**config.mk**
```make
export PLATFORM = sky130hd
export DESIGN_NAME = om_share_arbiter
export DESIGN_NICKNAME = d
export VERILOG_FILES = /design/src/rtl/om_share_arbiter.sv
export SDC_FILE = /design/constraint.sdc
export NUM_CORES = 1
export LEC_CHECK = 0
export ABC_AREA = 1
export CAP_MARGIN = 40
export CORE_MARGIN = 3
export CORE_UTILIZATION = 46
export DETAILED_ROUTE_END_ITERATION = 8
export HOLD_SLACK_MARGIN = 0.02
export PLACE_DENSITY = 0.77
export SLEW_MARGIN = 25
export SYNTH_ARGS = -nofsm -noshare
export SYNTH_HDL_FRONTEND = slang
export SYNTH_HIERARCHICAL = 1
export SYNTH_SLANG_ARGS = --single-unit
export TNS_END_PERCENT = 50
```
**constraint.sdc**
```tcl
create_clock -name clk -period 2.1 [get_ports clk]
set_clock_uncertainty 0.1 [all_clocks]
set_input_delay 0.21 -clock clk [delete_from_list [all_inputs] [get_ports clk]]
set_output_delay 0.21 -clock clk [all_outputs]
set_load 0.01 [all_outputs]
```
**src/rtl/om_share_arbiter.sv**
```systemverilog
// Round-robin share of one online multiplier between two requesters; products return LAT+1 cycles after grant.
// Backpressure: credits per requester cover in-flight tags plus result FIFO occupancy, so a full FIFO blocks its grants.

module om_share_fifo #(
  parameter int W     = 22,
  parameter int DEPTH = 4
) (
  input  logic         clk,
  input  logic         Reset,
  input  logic         i_push,
  input  logic [W-1:0] i_push_dat,
  input  logic         i_pop,
  output logic         o_vld,
  output logic [W-1:0] o_dat
);
  localparam int AW = $clog2(DEPTH);

  logic [W-1:0] r_mem [DEPTH];
  logic [AW:0]  r_wr_ptr;
  logic [AW:0]  r_rd_ptr;
  logic         w_pop;

  // Pointer equality including the wrap bit means empty; credits keep the push side from overrunning.
  assign o_vld = (r_wr_ptr != r_rd_ptr);
  assign o_dat = r_mem[r_rd_ptr[AW-1:0]];
  assign w_pop = i_pop & o_vld;

  always_ff @(posedge clk) begin
    if (Reset) begin
      r_wr_ptr <= '0;
      r_rd_ptr <= '0;
    end else begin
      if (i_push) r_wr_ptr <= r_wr_ptr + 1'b1;
      if (w_pop)  r_rd_ptr <= r_rd_ptr + 1'b1;
    end
  end

  always_ff @(posedge clk) begin
    if (i_push && !Reset) r_mem[r_wr_ptr[AW-1:0]] <= i_push_dat;
  end
endmodule

module om_share_arbiter #(
  parameter int Stage  = 11,
  parameter int LAT    = 2,
  parameter int FDEPTH = 4
) (
  input  logic                 clk,
  input  logic                 Reset,
  input  logic                 req0,
  input  logic [2*Stage-1:0]   x0,
  input  logic [2*Stage-3:0]   y0,
  output logic                 gnt0,
  input  logic                 req1,
  input  logic [2*Stage-1:0]   x1,
  input  logic [2*Stage-3:0]   y1,
  output logic                 gnt1,
  output logic [2*Stage-1:0]   om_x,
  output logic [2*Stage-3:0]   om_y,
  input  logic [2*Stage-1:0]   om_z,
  output logic                 res0_valid,
  output logic [2*Stage-1:0]   res0_z,
  input  logic                 res0_ack,
  output logic                 res1_valid,
  output logic [2*Stage-1:0]   res1_z,
  input  logic                 res1_ack,
  output logic                 busy
);
  localparam int WL = 2 * Stage;
  localparam int CW = $clog2(FDEPTH + 1);

  logic [CW-1:0]  r_cnt0;
  logic [CW-1:0]  r_cnt1;
  logic           r_last;
  logic [LAT-1:0] r_tag_vld;
  logic [LAT-1:0] r_tag_id;

  logic w_elig0, w_elig1;
  logic w_gnt0, w_gnt1;
  logic w_pop0, w_pop1;
  logic w_push0, w_push1;

  assign w_elig0 = req0 & (r_cnt0 < CW'(FDEPTH));
  assign w_elig1 = req1 & (r_cnt1 < CW'(FDEPTH));

  // r_last == 1 means requester 1 was granted most recently, so requester 0 wins a tie.
  assign w_gnt0 = !Reset & w_elig0 & (!w_elig1 | r_last);
  assign w_gnt1 = !Reset & w_elig1 & (!w_elig0 | !r_last);
  assign gnt0   = w_gnt0;
  assign gnt1   = w_gnt1;

  always_comb begin
    om_x = '0;
    om_y = '0;
    if (w_gnt0) begin
      om_x = x0;
      om_y = y0;
    end else if (w_gnt1) begin
      om_x = x1;
      om_y = y1;
    end
  end

  assign w_pop0  = res0_valid & res0_ack;
  assign w_pop1  = res1_valid & res1_ack;
  assign w_push0 = r_tag_vld[LAT-1] & !r_tag_id[LAT-1];
  assign w_push1 = r_tag_vld[LAT-1] &  r_tag_id[LAT-1];

  always_ff @(posedge clk) begin
    if (Reset) begin
      r_cnt0    <= '0;
      r_cnt1    <= '0;
      r_last    <= 1'b1;
      r_tag_vld <= '0;
      r_tag_id  <= '0;
    end else begin
      r_cnt0 <= r_cnt0 + CW'(w_gnt0) - CW'(w_pop0);
      r_cnt1 <= r_cnt1 + CW'(w_gnt1) - CW'(w_pop1);
      if (w_gnt0) r_last <= 1'b0;
      if (w_gnt1) r_last <= 1'b1;
      r_tag_vld[0] <= w_gnt0 | w_gnt1;
      r_tag_id[0]  <= w_gnt1;
      for (int i = 1; i < LAT; i++) begin
        r_tag_vld[i] <= r_tag_vld[i-1];
        r_tag_id[i]  <= r_tag_id[i-1];
      end
    end
  end

  om_share_fifo #(.W(WL), .DEPTH(FDEPTH)) u_fifo0 (
    .clk        (clk),
    .Reset      (Reset),
    .i_push     (w_push0),
    .i_push_dat (om_z),
    .i_pop      (res0_ack),
    .o_vld      (res0_valid),
    .o_dat      (res0_z)
  );

  om_share_fifo #(.W(WL), .DEPTH(FDEPTH)) u_fifo1 (
    .clk        (clk),
    .Reset      (Reset),
    .i_push     (w_push1),
    .i_push_dat (om_z),
    .i_pop      (res1_ack),
    .o_vld      (res1_valid),
    .o_dat      (res1_z)
  );

  assign busy = (|r_tag_vld) | res0_valid | res1_valid;
endmodule

```
# ---- After elaboration in Yosys (flattened, before gate mapping)
# Memories as Yosys holds them, arrays and structs flattened. A register that Yosys moved wholly into a read port is not among the register bits.
# Index checks and enable logic that the tools add are counted.
dict set report op_classes {
  add_sub_neg 8
  order_cmp 2
  n_eq_ne 2
  n_mux 12
  bitwise 15
  n_reduce_logical 9
}
# operator count
set ops {}
lappend ops {{two-way mux 22 bit} 2}
lappend ops {{two-way mux 20 bit} 2}
lappend ops {{adder 3 x 1 -> 3 bit (second input constant)} 4}
lappend ops {{AND 1 bit} 10}
lappend ops {{two-way mux 2 bit} 4}
lappend ops {{adder 3 x 1 -> 3 bit} 2}
lappend ops {{less-than comparator 3 bit (second input constant)} 2}
lappend ops {{inequality test 3 bit} 2}
lappend ops {{subtractor 3 x 1 -> 3 bit} 2}
lappend ops {{logical NOT 1 bit} 5}
lappend ops {{bitwise OR 1 bit} 5}
lappend ops {{two-way mux 1 bit} 4}
lappend ops {{OR reduction 2 bit} 2}
lappend ops {{logical AND 1 bit} 2}
dict set report word_totals {
  ff_bits 23
  ram_bits 176
  in_bits 112
  out_inout_bits 91
  wordCells 59
  n_memories 2
}
# name words word_bits rd rd_clocked_by_memory_dff write_ports line_no
set memory_table {}
lappend memory_table {u_fifo0.r_mem 4 22 1 1 1 18} ;# logic [W-1:0] r_mem [DEPTH];
lappend memory_table {u_fifo1.r_mem 4 22 1 1 1 18}

# ---- Depth between registers and ports, before layout
# Gate-level depths: netlist (run 1).
dict set report logic_depth {
  ltp_word 7
  mapped_depth 13
  mapped_depth_nobuf 13
}

# ---- Modules after synthesis
# The synthesis (run 1) kept the hierarchy.
# mod n_inst cells_per_inst area_per_inst_um2 seq_area_each_um2
set by_module_without_submodules {}
lappend by_module_without_submodules {{om_share_fifo (u_fifo0)} 1 272 3681.0 2802.7}
lappend by_module_without_submodules {{om_share_fifo (u_fifo1)} 1 272 3674.8 2802.7}
lappend by_module_without_submodules {om_share_arbiter 1 219 1505.2 220.2}

# ---- Worst setup path before layout (run 1)
# No wires, ideal clock.
dict set report synth_timing {
  kind {flip-flop to flip-flop}
  startpoint {reg u_fifo0.r_wr_ptr[0]}
  endpoint {reg r_cnt0[2]}
  setup_ns 0.070
  arrival_ns 1.899
  required_time_ns 1.930
  setup_slack_ns 0.031
  stages_incl_launch_ff 14
  path_buffers 0
  synth_period_minus_slack_ns 2.069
  cell_sequence {dfxtp_1 -> inv_2 -> nand2_1 -> nand2_1 -> nand3_2 -> nand2_1 -> inv_1 -> ha_1 -> inv_1 -> ha_1 -> fa_1 -> inv_1 -> nand3_1 -> a21oi_1}
}
dict set report synth_via {
  elab_chain_len 3
}
# element line_no
set synth_rtl {}
lappend synth_rtl {{start: declaration} 19} ;# logic [AW:0] r_wr_ptr;
lappend synth_rtl {{start signal: assignment} 33} ;# if (i_push) r_wr_ptr <= r_wr_ptr + 1'b1;
lappend synth_rtl {{inequality test 3 bit} 24} ;# assign o_vld = (r_wr_ptr != r_rd_ptr);
lappend synth_rtl {{named net res0_valid} 61} ;# output logic res0_valid,
lappend synth_rtl {{AND 1 bit} 104} ;# assign w_pop0 = res0_valid & res0_ack;
lappend synth_rtl {{subtractor 3 x 1 -> 3 bit} 117} ;# r_cnt0 <= r_cnt0 + CW'(w_gnt0) - CW'(w_pop0);
lappend synth_rtl {{end signal: assignment} 117}
lappend synth_rtl {{end: declaration} 72} ;# logic [CW-1:0] r_cnt0;
# The timed path passes the listed nets, and every way through them passes these cells.
# A chain may end at the register's enable or synchronous reset.

# ---- Worst setup path in the final report (run 1)
dict set report layout_timing {
  startpoint {reg r_cnt0[2]}
  endpoint {out om_x[6]}
}
dict set report layout_via {
  elab_chain_len 7
  word_cells_on_any_way 9
  classes_between {1 x order compare; 2 x mux; 5 x bitwise; 1 x reduce/logical}
}
# element line_no
set layout_rtl {}
lappend layout_rtl {{less-than comparator 3 bit (*)} 83} ;# assign w_elig0 = req0 & (r_cnt0 < CW'(FDEPTH));
lappend layout_rtl {{AND 1 bit (*)} 83}
lappend layout_rtl {{logical NOT 1 bit} 88} ;# assign w_gnt1 = !Reset & w_elig1 & (!w_elig0 | !r_last);
lappend layout_rtl {{bitwise OR 1 bit} 88}
lappend layout_rtl {{AND 1 bit} 88}
lappend layout_rtl {{two-way mux 22 bit} 98} ;# end else if (w_gnt1) begin
lappend layout_rtl {{two-way mux 22 bit (*)} 95} ;# if (w_gnt0) begin
lappend layout_rtl {{end: declaration} 58} ;# output logic [2*Stage-1:0] om_x,
# Mark *: on every way between the ends. The rest lies on a longest branch, timed or not.

==> flow_summary.json, run 1 <==
{
  "synth_fp_nets": 891,
  "synth_area_per_cell_um2": 11.6,
  "hold_class": "flop to flop",
  "die_w_um": 145,
  "fp.dieH_um": 145,
  "violations": "negative setup slack",
  "antenna_left": 0,
  "synth_top_family_by_area": "simple AND/OR/NAND/NOR gates",
  "gp_congestion": 0.869,
  "initial_utilization": 0.471,
  "grt_max_degree": 29,
  "critPathCaptureType": "output port",
  "setup_slack_ns": -0.0177,
  "holdBufCountCts": 0,
  "cts.sinks": 203,
  "drc": 0,
  "synth_simple_gate_area_share": 0.166,
  "synth_compound_area_frac": 0.0932,
  "drt_pass1_iterations": 7,
  "htreeDepth": 1,
  "synthArstFlopShare": 0,
  "vias": 6981,
  "clk_transition_reported_paths_ns": 0.06,
  "synth-xor-area-share": 0.00198,
  "rsz0062_at_grt": "yes",
  "wl_per_cell_um": 18.6,
  "powerDensity_nw_per_um2": 918,
  "syn-cell-area_um2": 8860,
  "max_cap_viol_count": 0,
  "nNetsFinal": 1154,
  "dp_slack_ns": -0.155,
  "outcome": "complete, but fails checks",
  "netlist.area_leader.share": 0.596,
  "core_um2": 18800,
  "fp-row-count": 50,
  "grt_pass1_vias": 6813,
  "finalHoldViolations": 0,
  "setup_viol": 4,
  "reg2reg_slack_ns": 0.07,
  "synth_seq_area_share": 0.657,
  "cp_cell_sequence": "inv_4, nand2_4, nor2_4, buf_6, clkbuf_16, nand3_1, nand2_1, clkdlybuf4s15_1",
  "ys_top_cells_by_area": "edfxtp_1 60%, dfxtp_1 6.1%, nand3_2 4.9%",
  "synth-seq-cells": 203,
  "port_buffers": 202,
  "slew_headroom": 0.774,
  "routed_wl_mm": 24.2,
  "cpMaxStageDelayCell": "dfxtp_2",
  "worstSetupPathType": "flop to output port",
  "fin_crit_sh": 1.01,
  "p_leak_nw": 4.85,
  "yosysTopAreaCell": "edfxtp_1",
  "clk_path_buf_depth": 3,
  "area_growth_pct": 39.8,
  "crit_path_max_fanout": 7,
  "ys.flop_type": "edfxtp_1",
  "fp.dieArea_um2": 21000,
  "synthMuxAreaShare": 0,
  "synth_common_cells": "176 x edfxtp_1, 112 x nor2_1, 79 x nand2_1",
  "io-pin-count": 203,
  "insertion_delay_ns": 0.48,
  "dp_hpwl_mm": 15.8,
  "postSynthCellCount": 763,
  "required_ns": 1.79,
  "clockRootBuffer": "clkbuf_16",
  "cts_buffers": 21,
  "fin_hold_ws_ns": 0.309,
  "cts_tree": "built",
  "fillers": 1381,
  "synthDistinctLibCells": 27,
  "grt_pass1_wl_mm": 35.5,
  "synth_fa_ha_area_frac": 0.0243,
  "maxSlewViolCount": 0,
  "post_drt_via_cell_ratio": 5.37,
  "crit_path_max_incr_delay_ns": 0.33,
  "peakVddDrop_mv": 0.514,
  "yosysMostFrequentCell": "edfxtp_1",
  "antennaDiodeCount": 0,
  "tightest_slew_ns": 0.338,
  "cp-start-kind": "flop",
  "first_iter_violations": 497,
  "arrival_ns": 1.81,
  "grt_antenna_before_repair": 0,
  "synth_edf_count": 176,
  "fmax_ghz": 0.472,
  "track_usage": 0.217,
  "drive_above_1_share": 0.254,
  "yosysWarnings": 6,
  "overflow": 0,
  "period_needed_ns": 2.12
}
-- layer usage --
metal  GRT usage  wire, um  share of wire  vias to the layer above
li1            -         -              -                     3240
met1       0.260      8950           0.37                     3372
met2       0.381     12600           0.52                      309
met3      0.0539      1960          0.081                       60
met4      0.0771       725          0.030                        0
met5           0         0              0                        -
-- stage by stage --
step | cells | area (um2) | total power, mW | TNS [ns] | util
finish | 1300 | 12400 | 11.4 | -0.0367 | 0.658
CTS | 1287 | 12300 | 11.3 | -0.508 | 0.653
detailed placement | 1245 | 11600 | 7.98 | -5.37 | 0.615
global route | 1300 | 12400 | 11.9 | -0.568 | 0.658
global placement | 1245 | 11600 | 7.91 | -5.49 | 0.615
floorplan | 763 | 8860 | 6.28 | 0 | -
-- layout make-up --
| type | instances | area (um2) | share of cell area |
|---|---|---|---|
| multi-input cells | 465 | 2640 | 0.213 |
| clock inverters | 12 | 55.1 | 0.00445 |
| well taps | 260 | 325 | 0.0263 |
| flip-flops and latches | 203 | 5850 | 0.473 |
| repair buffers | 283 | 2710 | 0.219 |
| clock buffers | 25 | 582 | 0.0470 |
| inverters | 52 | 220 | 0.0178 |
-- worst max-delay path, delay by kind of cell (launching register included) --
kind | cells | cell delay [ns]
buf+inv | 4 | 0.61
flops | 1 | 0.33
simple gates | 4 | 0.38
-- sequential cells by signal, indices dropped and copies added (netlist names), named ones only --
register,cells
r_tag_id,2
u_fifo0/r_rd_ptr,3
r_last,1
u_fifo1/r_rd_ptr,3
r_tag_vld,2
u_fifo1/r_wr_ptr,3
r_cnt0,3
u_fifo1/r_mem,88
r_cnt1,3
u_fifo0/r_wr_ptr,3
u_fifo0/r_mem,88
-- cells in the final DEF (no fill, tap or decap), drive strengths merged, types with 2 or more instances in the layout --
| cell type | count |
|---|---|
| inv | 50 |
| clkdlybuf4s15 | 9 |
| nand2 | 81 |
| nor2 | 114 |
| edfxtp | 176 |
| a21oi | 16 |
| xnor2 | 2 |
| ha | 14 |
| nand3 | 96 |
| clkinv | 14 |
| buf | 88 |
| fa | 2 |
| bufbuf | 3 |
| o22ai | 44 |
| dlygate4sd2 | 31 |
| clkbuf | 65 |
| clkdlybuf4s50 | 111 |
| o21ai | 94 |
| dfxtp | 27 |
-- where the power goes --
part | internal, mW | switching [mW]
sequential | 4.52 | 0.0986
combinational | 1.53 | 1.81
clock | 1.97 | 1.44
-- cells by family after synthesis --
group | count (synthesis)
buffers and inverters | 95
XOR/XNOR | 2
adder cells (fa/ha/maj) | 16
flip-flops | 203
AND/OR/NAND/NOR | 293
AO/OA/AOI/OAI | 154
-- repair_timing --
item                       4_1_cts  5_1_grt
setup endpoints to repair       92       69
pin swaps                        9       14
cloned                           3        3
setup buffers                    2       10
gates resized for setup        149      126
-- final timing paths --
path | startpoint | to | cells past startpoint
min | r_tag_id[0] | r_tag_id[1] | 2
min reg2reg | r_tag_id[0] | r_tag_id[1] | 2
max reg2reg | u_fifo0/r_wr_ptr[0] | r_cnt0[2] | 13
max | r_cnt0[2] | om_x[6] | 8
No activity file was read; power rests on OpenSTA's default activity.
==> inputs of run 2 (changes only) <==
--- a/config.mk
+++ b/config.mk
@@ -8,10 +8,10 @@
 export ABC_AREA = 1
 export CAP_MARGIN = 40
 export CORE_MARGIN = 3
-export CORE_UTILIZATION = 46
+export CORE_UTILIZATION = 50
 export DETAILED_ROUTE_END_ITERATION = 8
 export HOLD_SLACK_MARGIN = 0.02
-export PLACE_DENSITY = 0.77
+export PLACE_DENSITY = 0.8
 export SLEW_MARGIN = 25
 export SYNTH_ARGS = -nofsm -noshare
 export SYNTH_HDL_FRONTEND = slang
==> constraint.sdc (replaced) <==
create_clock -name clk -period 1.95 [get_ports clk]
set_clock_uncertainty 0.1 [all_clocks]
set_input_delay 0.195 -clock clk [delete_from_list [all_inputs] [get_ports clk]]
set_output_delay 0.195 -clock clk [all_outputs]
set_load 0.01 [all_outputs]
==> run 2 against run 1 <==
The run still ends with negative setup slack left. Clock power increased by 6.7%. Register-to-register slack got worse by 0.13 ns. Worst hold slack got worse by 0.0012 ns. First-iteration DRC count unchanged. Cell count decreased by 0.31%. Design area increased by 2.0%. Global-route usage increased by 2.3 points. Die area decreased by 7.7%. Sequential power increased by 7.8%. Utilization increased by 7.2 points. Critical path type is now flop to flop. Largest power group unchanged. Highest routed layer unchanged.
==> flow_summary.json, run 2 (synthesis results as in run 1) <==
{
  "max_cap_viol_count": 0,
  "cts.sinks": 203,
  "core_um2": 17300,
  "required_ns": 2.26,
  "fp.dieArea_um2": 19400,
  "cts_buffers": 20,
  "crit_path_max_fanout": 2,
  "routed_wl_mm": 25.1,
  "drt_pass1_iterations": 5,
  "antenna_left": 0,
  "port_buffers": 202,
  "crit_cells": 10,
  "rsz0062_at_grt": "yes",
  "first_iter_violations": 497,
  "grt_pass1_vias": 7134,
  "drc": 0,
  "p_total_mw": 12.5,
  "insertion_delay_ns": 0.48,
  "clk_transition_reported_paths_ns": 0.06,
  "reg2reg_depth": 10,
  "critPathBufInv": 3,
  "fin_crit_sh": 1.03,
  "wl_per_cell_um": 19.4,
  "final_cell_mix": "176 x edfxtp_1, 111 x clkdlybuf4s50_1, 103 x nor2_1, 70 x buf_4, 69 x nand2_1",
  "setup_slack_ns": -0.0572,
  "cpMaxStageDelayCell": "fa_2",
  "crit_path_frequent_cell": "inv_2",
  "fp-row-count": 48,
  "die_w_um": 139,
  "dp_hpwl_mm": 16.0,
  "fmax_ghz": 0.498,
  "antennaDiodeCount": 0,
  "critPathCaptureType": "flop",
  "grt_pass1_wl_mm": 37.5,
  "nNetsFinal": 1185,
  "setup_viol": 18,
  "fin_hold_ws_ns": 0.308,
  "area_growth_pct": 42.5,
  "finalHoldViolations": 0,
  "slew_headroom": 0.766,
  "tightest_slew_ns": 0.351,
  "period_needed_ns": 2.01,
  "powerDensity_nw_per_um2": 990,
  "dp_slack_ns": -0.280,
  "violations": "negative setup slack",
  "vias": 7122,
  "cp_cell_sequence": "xnor2_4, nand3_4, nand2_2, inv_2, ha_4, inv_2, ha_4, fa_2, inv_2, nor2_1",
  "grt_antenna_before_repair": 0,
  "maxSlewViolCount": 0,
  "dpl.cell_count": 1228,
  "fp.dieH_um": 139,
  "arrival_ns": 2.32,
  "final_common_cell": "edfxtp_1",
  "gp_congestion": 0.836,
  "track_usage": 0.240,
  "overflow": 0,
  "drive_above_1_share": 0.326,
  "hold-path-cell-count": 2,
  "outcome": "complete, but fails checks",
  "hold_class": "flop to flop",
  "grt_max_degree": 25,
  "initial_utilization": 0.512,
  "htreeDepth": 1,
  "cpLargestDelayFamily": "adder cells",
  "clockRootBuffer": "clkbuf_16",
  "worstSetupPathType": "flop to flop",
  "fin_cells": 1296,
  "io-pin-count": 203,
  "post_drt_via_cell_ratio": 5.50,
  "crit_path_max_incr_delay_ns": 0.52,
  "cts_tree": "built",
  "p_leak_nw": 4.95,
  "clk_path_buf_depth": 3,
  "cp-start-kind": "flop",
  "peakVddDrop_mv": 0.736
}
-- run 2: what timing repair did --
item,CTS,global route
setup endpoints to repair,95,88
hold buffers,0,0
pin swaps,15,39
gates resized for setup,341,125
cloned,5,0
buffers inserted,24,7
-- run 2: power breakdown --
part           internal, mW  switching [mW]
Clock                  2.14            1.50
Sequential             4.87           0.113
Combinational          1.80            2.09
Total                  8.80            3.70
-- run 2: metrics by stage --
stage               setup TNS, ns  instance area [um2]  utilization
global placement           -13.13                11700        0.679
detailed placement         -14.51                11700        0.679
finish                     -0.363                12600        0.730
floorplan                  -11.15                 8910            -
global route                -2.83                12600        0.730
CTS                         -3.15                12600        0.729
-- run 2: worst reg2reg max path, cell delays in order, from the launching register on --
cell     delay [ns]
dfxtp_4        0.37
xnor2_4        0.18
nand3_4        0.09
nand2_2        0.08
inv_2          0.04
ha_4           0.25
inv_2          0.04
ha_4           0.14
fa_2           0.52
inv_2          0.03
nor2_1         0.10
-- run 2: final cells by class --
type                            count  area, um2
Sequential cell                   203       5860
Fill cell                        1138       4670
Timing Repair Buffer              315       2880
Multi-Input combinational cell    465       2780
Clock buffer                       28        562
Tap cell                          225        282
Inverter                           52        205
Clock inverter                      8       61.3
-- run 2: routing by layer --
layer,track usage,vias to the layer above,share of wire
met5,0,-,0
li1,-,3299,-
met1,0.286,3428,0.37
met2,0.448,341,0.53
met4,0.0602,0,0.026
met3,0.0452,54,0.068
-- run 2: path summary, 6_finish.rpt --
check,endpoint,slack (ns),start
setup / recovery,r_cnt1[1],-0.06,u_fifo1/r_wr_ptr[1]
hold / removal,r_tag_id[1],0.31,r_tag_id[0]
setup reg to reg,r_cnt1[1],-0.06,u_fifo1/r_wr_ptr[1]
hold reg to reg,r_tag_id[1],0.31,r_tag_id[0]
